[src/rtl/leb128_stream_decoder.sv]
// LEB128 stream decoder.
//
// unpack_u32 / unpack_i32: combinational unpack datapath. They take a
// five-byte window whose slots after the terminating byte are zero, and
// return the decoded 32-bit value and the encoded length (1..5).
//
// leb128_stream_decoder: collects one encoded value per transaction and
// emits one decoded value per transaction.
//   clk, reset_n         clock, synchronous active-low reset
//   in_data/in_valid     encoded byte stream (bit 7 = continuation)
//   in_ready             decoder accepts a byte this cycle
//   in_signed            decode mode, sampled with the first byte of a value
//   out_data/out_len     decoded value and its encoded length
//   out_signed/out_err   mode used, overlong (5th byte continued) flag
//   out_valid/out_ready  result handshake
// All out_* are zero while out_valid is low.

module unpack_u32 (
  input  logic [7:0]  b0,
  input  logic [7:0]  b1,
  input  logic [7:0]  b2,
  input  logic [7:0]  b3,
  input  logic [7:0]  b4,
  output logic [31:0] value,
  output logic [2:0]  len
);
  // Only the low four payload bits of the fifth byte fit in 32 bits.
  logic unused_bits;
  assign unused_bits = ^b4[7:4];

  always_comb begin
    value = {b4[3:0], b3[6:0], b2[6:0], b1[6:0], b0[6:0]};
    if (!b0[7])      len = 3'd1;
    else if (!b1[7]) len = 3'd2;
    else if (!b2[7]) len = 3'd3;
    else if (!b3[7]) len = 3'd4;
    else             len = 3'd5;
  end
endmodule

module unpack_i32 (
  input  logic [7:0]  b0,
  input  logic [7:0]  b1,
  input  logic [7:0]  b2,
  input  logic [7:0]  b3,
  input  logic [7:0]  b4,
  output logic [31:0] value,
  output logic [2:0]  len
);
  logic [31:0] raw;
  logic        unused_bits;
  assign unused_bits = ^b4[7:4];

  always_comb begin
    raw = {b4[3:0], b3[6:0], b2[6:0], b1[6:0], b0[6:0]};
    if (!b0[7])      len = 3'd1;
    else if (!b1[7]) len = 3'd2;
    else if (!b2[7]) len = 3'd3;
    else if (!b3[7]) len = 3'd4;
    else             len = 3'd5;
    // Sign bit is the top payload bit of the terminating byte; a five-byte
    // value already fills all 32 bits.
    case (len)
      3'd1:    value = {{25{raw[6]}},  raw[6:0]};
      3'd2:    value = {{18{raw[13]}}, raw[13:0]};
      3'd3:    value = {{11{raw[20]}}, raw[20:0]};
      3'd4:    value = {{4{raw[27]}},  raw[27:0]};
      default: value = raw;
    endcase
  end
endmodule

module leb128_stream_decoder (
  input  logic        clk,
  input  logic        reset_n,
  input  logic [7:0]  in_data,
  input  logic        in_valid,
  output logic        in_ready,
  input  logic        in_signed,
  output logic [31:0] out_data,
  output logic [2:0]  out_len,
  output logic        out_signed,
  output logic        out_err,
  output logic        out_valid,
  input  logic        out_ready
);
  typedef enum logic {COLLECT, EMIT} state_t;

  state_t      state;
  logic [2:0]  cnt;
  logic [7:0]  b0, b1, b2, b3, b4;
  logic        mode;
  logic        err;
  logic        in_ready_q;
  logic        out_valid_q;

  logic [31:0] val_u, val_i;
  logic [2:0]  len_u, len_i;

  unpack_u32 u_unpack_u32 (
    .b0(b0), .b1(b1), .b2(b2), .b3(b3), .b4(b4),
    .value(val_u), .len(len_u)
  );

  unpack_i32 u_unpack_i32 (
    .b0(b0), .b1(b1), .b2(b2), .b3(b3), .b4(b4),
    .value(val_i), .len(len_i)
  );

  always_ff @(posedge clk) begin
    if (!reset_n) begin
      state       <= COLLECT;
      cnt         <= '0;
      b0          <= '0;
      b1          <= '0;
      b2          <= '0;
      b3          <= '0;
      b4          <= '0;
      mode        <= 1'b0;
      err         <= 1'b0;
      in_ready_q  <= 1'b1;
      out_valid_q <= 1'b0;
    end else begin
      case (state)
        COLLECT: begin
          if (in_valid && in_ready_q) begin
            case (cnt)
              3'd0:    b0 <= in_data;
              3'd1:    b1 <= in_data;
              3'd2:    b2 <= in_data;
              3'd3:    b3 <= in_data;
              default: b4 <= in_data;
            endcase
            // Zeroing the tail on the first byte keeps bytes beyond the
            // terminator out of the unpack datapath.
            if (cnt == 3'd0) begin
              b1   <= '0;
              b2   <= '0;
              b3   <= '0;
              b4   <= '0;
              mode <= in_signed;
            end
            if (!in_data[7] || cnt == 3'd4) begin
              state       <= EMIT;
              err         <= (cnt == 3'd4) && in_data[7];
              in_ready_q  <= 1'b0;
              out_valid_q <= 1'b1;
            end else begin
              cnt <= cnt + 3'd1;
            end
          end
        end
        EMIT: begin
          if (out_ready) begin
            state       <= COLLECT;
            cnt         <= '0;
            in_ready_q  <= 1'b1;
            out_valid_q <= 1'b0;
          end
        end
        default: state <= COLLECT;
      endcase
    end
  end

  always_comb begin
    in_ready   = in_ready_q;
    out_valid  = out_valid_q;
    out_err    = out_valid_q & err;
    out_signed = out_valid_q & mode;
    out_data   = '0;
    out_len    = '0;
    if (out_valid_q) begin
      if (err) begin
        out_len = 3'd5;
      end else begin
        out_data = mode ? val_i : val_u;
        out_len  = mode ? len_i : len_u;
      end
    end
  end
endmodule

[config.mk]
export PLATFORM = sky130hd
export DESIGN_NAME = leb128_stream_decoder
export DESIGN_NICKNAME = d
export VERILOG_FILES = /design/src/rtl/leb128_stream_decoder.sv
export SDC_FILE = /design/constraint.sdc
export NUM_CORES = 1
export LEC_CHECK = 0
export CORE_ASPECT_RATIO = 1.4
export CORE_MARGIN = 10
export CORE_UTILIZATION = 50
export CTS_BUF_LIST = sky130_fd_sc_hd__clkbuf_8
export DETAILED_ROUTE_END_ITERATION = 7
export PLACE_DENSITY_LB_ADDON = 0.2
export SYNTH_ARGS = -nofsm -noshare
export SYNTH_HDL_FRONTEND = slang
export SYNTH_SLANG_ARGS = --single-unit
[constraint.sdc]
create_clock -name clk -period 2.45 [get_ports clk]
set_input_delay 0.245 -clock clk [delete_from_list [all_inputs] [get_ports clk]]
set_output_delay 0.245 -clock clk [all_outputs]
set_load 0.01 [all_outputs]
==> summary.md <==
| Metric | Value |
|---|---|
| Initial DRC Count | 195 |
| Highest-count cells in the layout ignoring fill and taps | sky130_fd_sc_hd__clkdlybuf4s50_1 (51), sky130_fd_sc_hd__nor2_1 (45), sky130_fd_sc_hd__dfxtp_1 (41) |
| Post-cts sizing count | 2 |
| Adder-Cell Fraction of Synth Area | 2.73% |
| Global-route track usage on met3 | 3.58% |
| Worst Max-Slew Pin Slew | 556 ps |
| Period utilisation layout | 94.7% |
| Synth Area in Simple Gates | 23.3% |
| Critical Path, Cell by Cell | inv_1 -> or3_1 -> a21oi_1 -> clkdlybuf4s50_1 |
| Placement Setup Slack | 264 ps |
| Result of the run | finished, final reports clean |
| Remaining global-route overflow | 0 |
| Number of endpoints failing setup at the final stage | 0 |
| First-pass GRT wire length | 10,200 µm |
| Gr usage total | 15.8% |
| Max stage delay on crit path | 570 ps |
| Post-DR vias/cell | 5.35 |
| Clock transition at path regs | 80 ps |
| Half-perimeter wire length after detailed placement | 4610 µm |
| Post-synthesis net count | 296 |
| Arr. time, crit path | 2070 ps |
| Synthesis warning total | 0 |
| Most frequently used flop master after synthesis | sky130_fd_sc_hd__dfxtp_1 |
| Routing usage on met1 | 16.9% |
| Core area | 4500 µm² |
| Compound-cell area share of the yosys netlist | 15.9% |
| Highest achievable clock rate | 0.431 GHz |
| Final weighted congestion in routability-driven placement | 0.840 |
| Largest net degree at the start of global routing | 18 |
| CTS Root Buffer Type | sky130_fd_sc_hd__clkbuf_8 |
| Number of primary I/O pins | 52 |
| Number of nets with antenna violations after routing | 0 |
| Number of antenna violations at the first check in global routing | 0 |
| CTS buffer count | 5 |
| Starting Density | 50.9% |
| Number of enable flip-flop cells after synthesis | 0 |
| Number of buffers added for setup after CTS | 0 |
| Wirelength, routed | 6040 µm |
| Dominant combinational cell family by area after synthesis | simple AND/OR/NAND/NOR gates |
| Async S/R FF share, synth | 0% |
| Maximum vdd drop | 351 µV |
| Number of global-route vias before repair | 2,097 |
| Via count | 2,070 |
| Floorplan die height | 100 µm |
| Maximum level of the CTS H-tree | 2 |
| Setup WS post-layout | 131 ps |
| Worst setup skew after layout | 4.22 ps |
| Count of cell types in the netlist | 37 |
| Max Root-Sink Buffers | 2 |
| Synthesized netlist cell count | 278 |
| Number of register bits inferred by synthesis | 44 |
| Worst min-delay path category | flip-flop to flip-flop |
| Commonest non-fill, non-tap cell in the layout | sky130_fd_sc_hd__clkdlybuf4s50_1 |
| Launching element type of the critical path | flip-flop |
| Max-cap violations | 0 |
| CTS tree | built |
| Number of buffer cells added on primary ports | 51 |
| Worst max-slew margin expressed relative to the limit | 62.9% |
| Die Outline Area | 7730 µm² |
| Number of DRC violations after detailed routing | 0 |
| Synth Area per Inst | 8.24 µm² |
| Sequential fraction of the synthesis area | 38.4% |
| Setup repair after global routing missed its margin | no |
| Chip width | 77.2 µm |
| Critical path fanouts, max | 10 |
| Nature of the critical path endpoint | output port |
| Ant diodes | 0 |
| Final net count | 342 |
| Count of filler cells inserted in the layout | 438 |
| Xor/xnor share of the synthesized area | 0% |
| Post-synthesis cell area | 2290 µm² |
| Crit path max-delay cell type | sky130_fd_sc_hd__clkdlybuf4s50_1 |
| Row count | 29 |
| Leakage | 1.20 nW |
| WL per Instance | 15.6 µm |
| Max Transition Viols Final | 0 |
| Layout cells sized above 1 | 8.31% |
| Clock insertion delay at the later pin of the skew report | 300 ps |
| Layer carrying the most global-route usage | met2 |
| Final Critical Period | 2320 ps |
| Total of hold buffers inserted after clock tree synthesis | 0 |
| Number of endpoints with negative hold slack in the final report | 0 |
| Detailed-router iteration count before antenna repair | 4 |
| Clock net sink count | 44 |
| Endpoint required time on the critical path | 2200 ps |
| Area growth syn-to-layout | 27.7% |
| Met2 GRT Util | 28.8% |
| Setup TNS | 0 ps |
| Power per Cell Area | 519 nW/µm² |
| Multiplexer fraction of the synthesized cell area | 13.2% |
| Kind of critical path | flip-flop to output port |
-- through the flow --
step | std cells | hold WS, ps | util [%] | cell area (µm²) | power [W]
final | 387 | 460 | 65.0 | 2930 | 0.00152
after global routing | 387 | 480 | 65.0 | 2930 | 0.00159
after CTS | 387 | 455 | 64.7 | 2910 | 0.00153
after detailed placement | 379 | 444 | 62.6 | 2820 | 0.00107
after global placement | 379 | 440 | 62.6 | 2820 | 0.00107
after floorplan | 278 | 321 | - | 2290 | 0.000975
-- path summary, 6_finish.rpt --
check	depth (start not counted)	start	endpoint	slack [ps]
max	4	mode$_SDFFE_PN0P_	out_data[11]	130
min	2	b0[3]$_SDFFE_PN0P_	b0[3]$_SDFFE_PN0P_	460
max reg2reg	6	cnt[0]$_SDFFE_PN0P_	b3[7]$_SDFFE_PN0P_	500
min reg2reg	2	b0[3]$_SDFFE_PN0P_	b0[3]$_SDFFE_PN0P_	460
-- cell usage after synthesis, types with 2 or more instances --
library cell	n	share of area (%)
sky130_fd_sc_hd__and3_1	8	2.2
sky130_fd_sc_hd__o21a_1	2	0.66
sky130_fd_sc_hd__mux2i_1	29	13
sky130_fd_sc_hd__buf_6	4	2.0
sky130_fd_sc_hd__nor2_1	45	7.4
sky130_fd_sc_hd__and2_1	10	2.7
sky130_fd_sc_hd__o21ai_0	9	2.0
sky130_fd_sc_hd__buf_2	4	0.87
sky130_fd_sc_hd__ha_1	5	2.7
sky130_fd_sc_hd__nand3_1	13	2.8
sky130_fd_sc_hd__a21o_1	8	2.6
sky130_fd_sc_hd__or3_1	3	0.82
sky130_fd_sc_hd__a31oi_1	2	0.55
sky130_fd_sc_hd__a21oi_1	28	6.1
sky130_fd_sc_hd__dfxtp_1	44	38
sky130_fd_sc_hd__nand2b_1	3	0.82
sky130_fd_sc_hd__clkbuf_1	8	1.3
sky130_fd_sc_hd__nand2_1	24	3.9
sky130_fd_sc_hd__inv_1	11	1.8
-- per-layer routing --
| metal | share of wire (%) | routed length, µm |
|---|---|---|
| met1 | 41 | 2490 |
| met2 | 52 | 3140 |
| met3 | 4.5 | 273 |
| met5 | 0 | 0 |
| met4 | 2.3 | 138 |
-- sequential cells by signal, summed over array words and instances, names as in the netlist, 3 cells and up --
register	count
b0	8
b1	8
b2	8
b3	8
b4	4
cnt	3
-- layout make-up --
cell class	instances	area [µm²]	share of cell area [%]
clock buffer	6	82.6	2.82
clock inverter	2	7.51	0.257
inverter	11	41.3	1.41
multi-input combinational	205	1280	43.7
sequential	44	885	30.2
tap	62	77.6	2.65
timing repair buffer	57	556	19.0
-- report_power, final --
| group | leakage, nW | internal, W | switching, W | total [W] |
|---|---|---|---|---|
| clock | 0.0538 | 0.000222 | 0.000237 | 0.000459 |
| combinational | 0.788 | 0.000128 | 0.000159 | 0.000288 |
| sequential | 0.358 | 0.000743 | 0.0000294 | 0.000773 |
| total | 1.20 | 0.00109 | 0.000426 | 0.00152 |
-- worst max-delay path, delay by kind of cell (launching register included) --
family	cells	cell delay, ps
AO/OA/AOI/OAI	1	210
buffers and inverters	2	740
flip-flops	1	390
AND/OR/NAND/NOR	1	440
-- kinds of logic (layout without fill, tap and decap cells) --
family          after synthesis  in the layout
fa+ha+maj                     5              5
compound gates               58             58
flops                        44             44
mux                          30             30
buf+inv                      29             76
simple gates                112            112
Note: power is estimated with default switching activity, not from simulation.
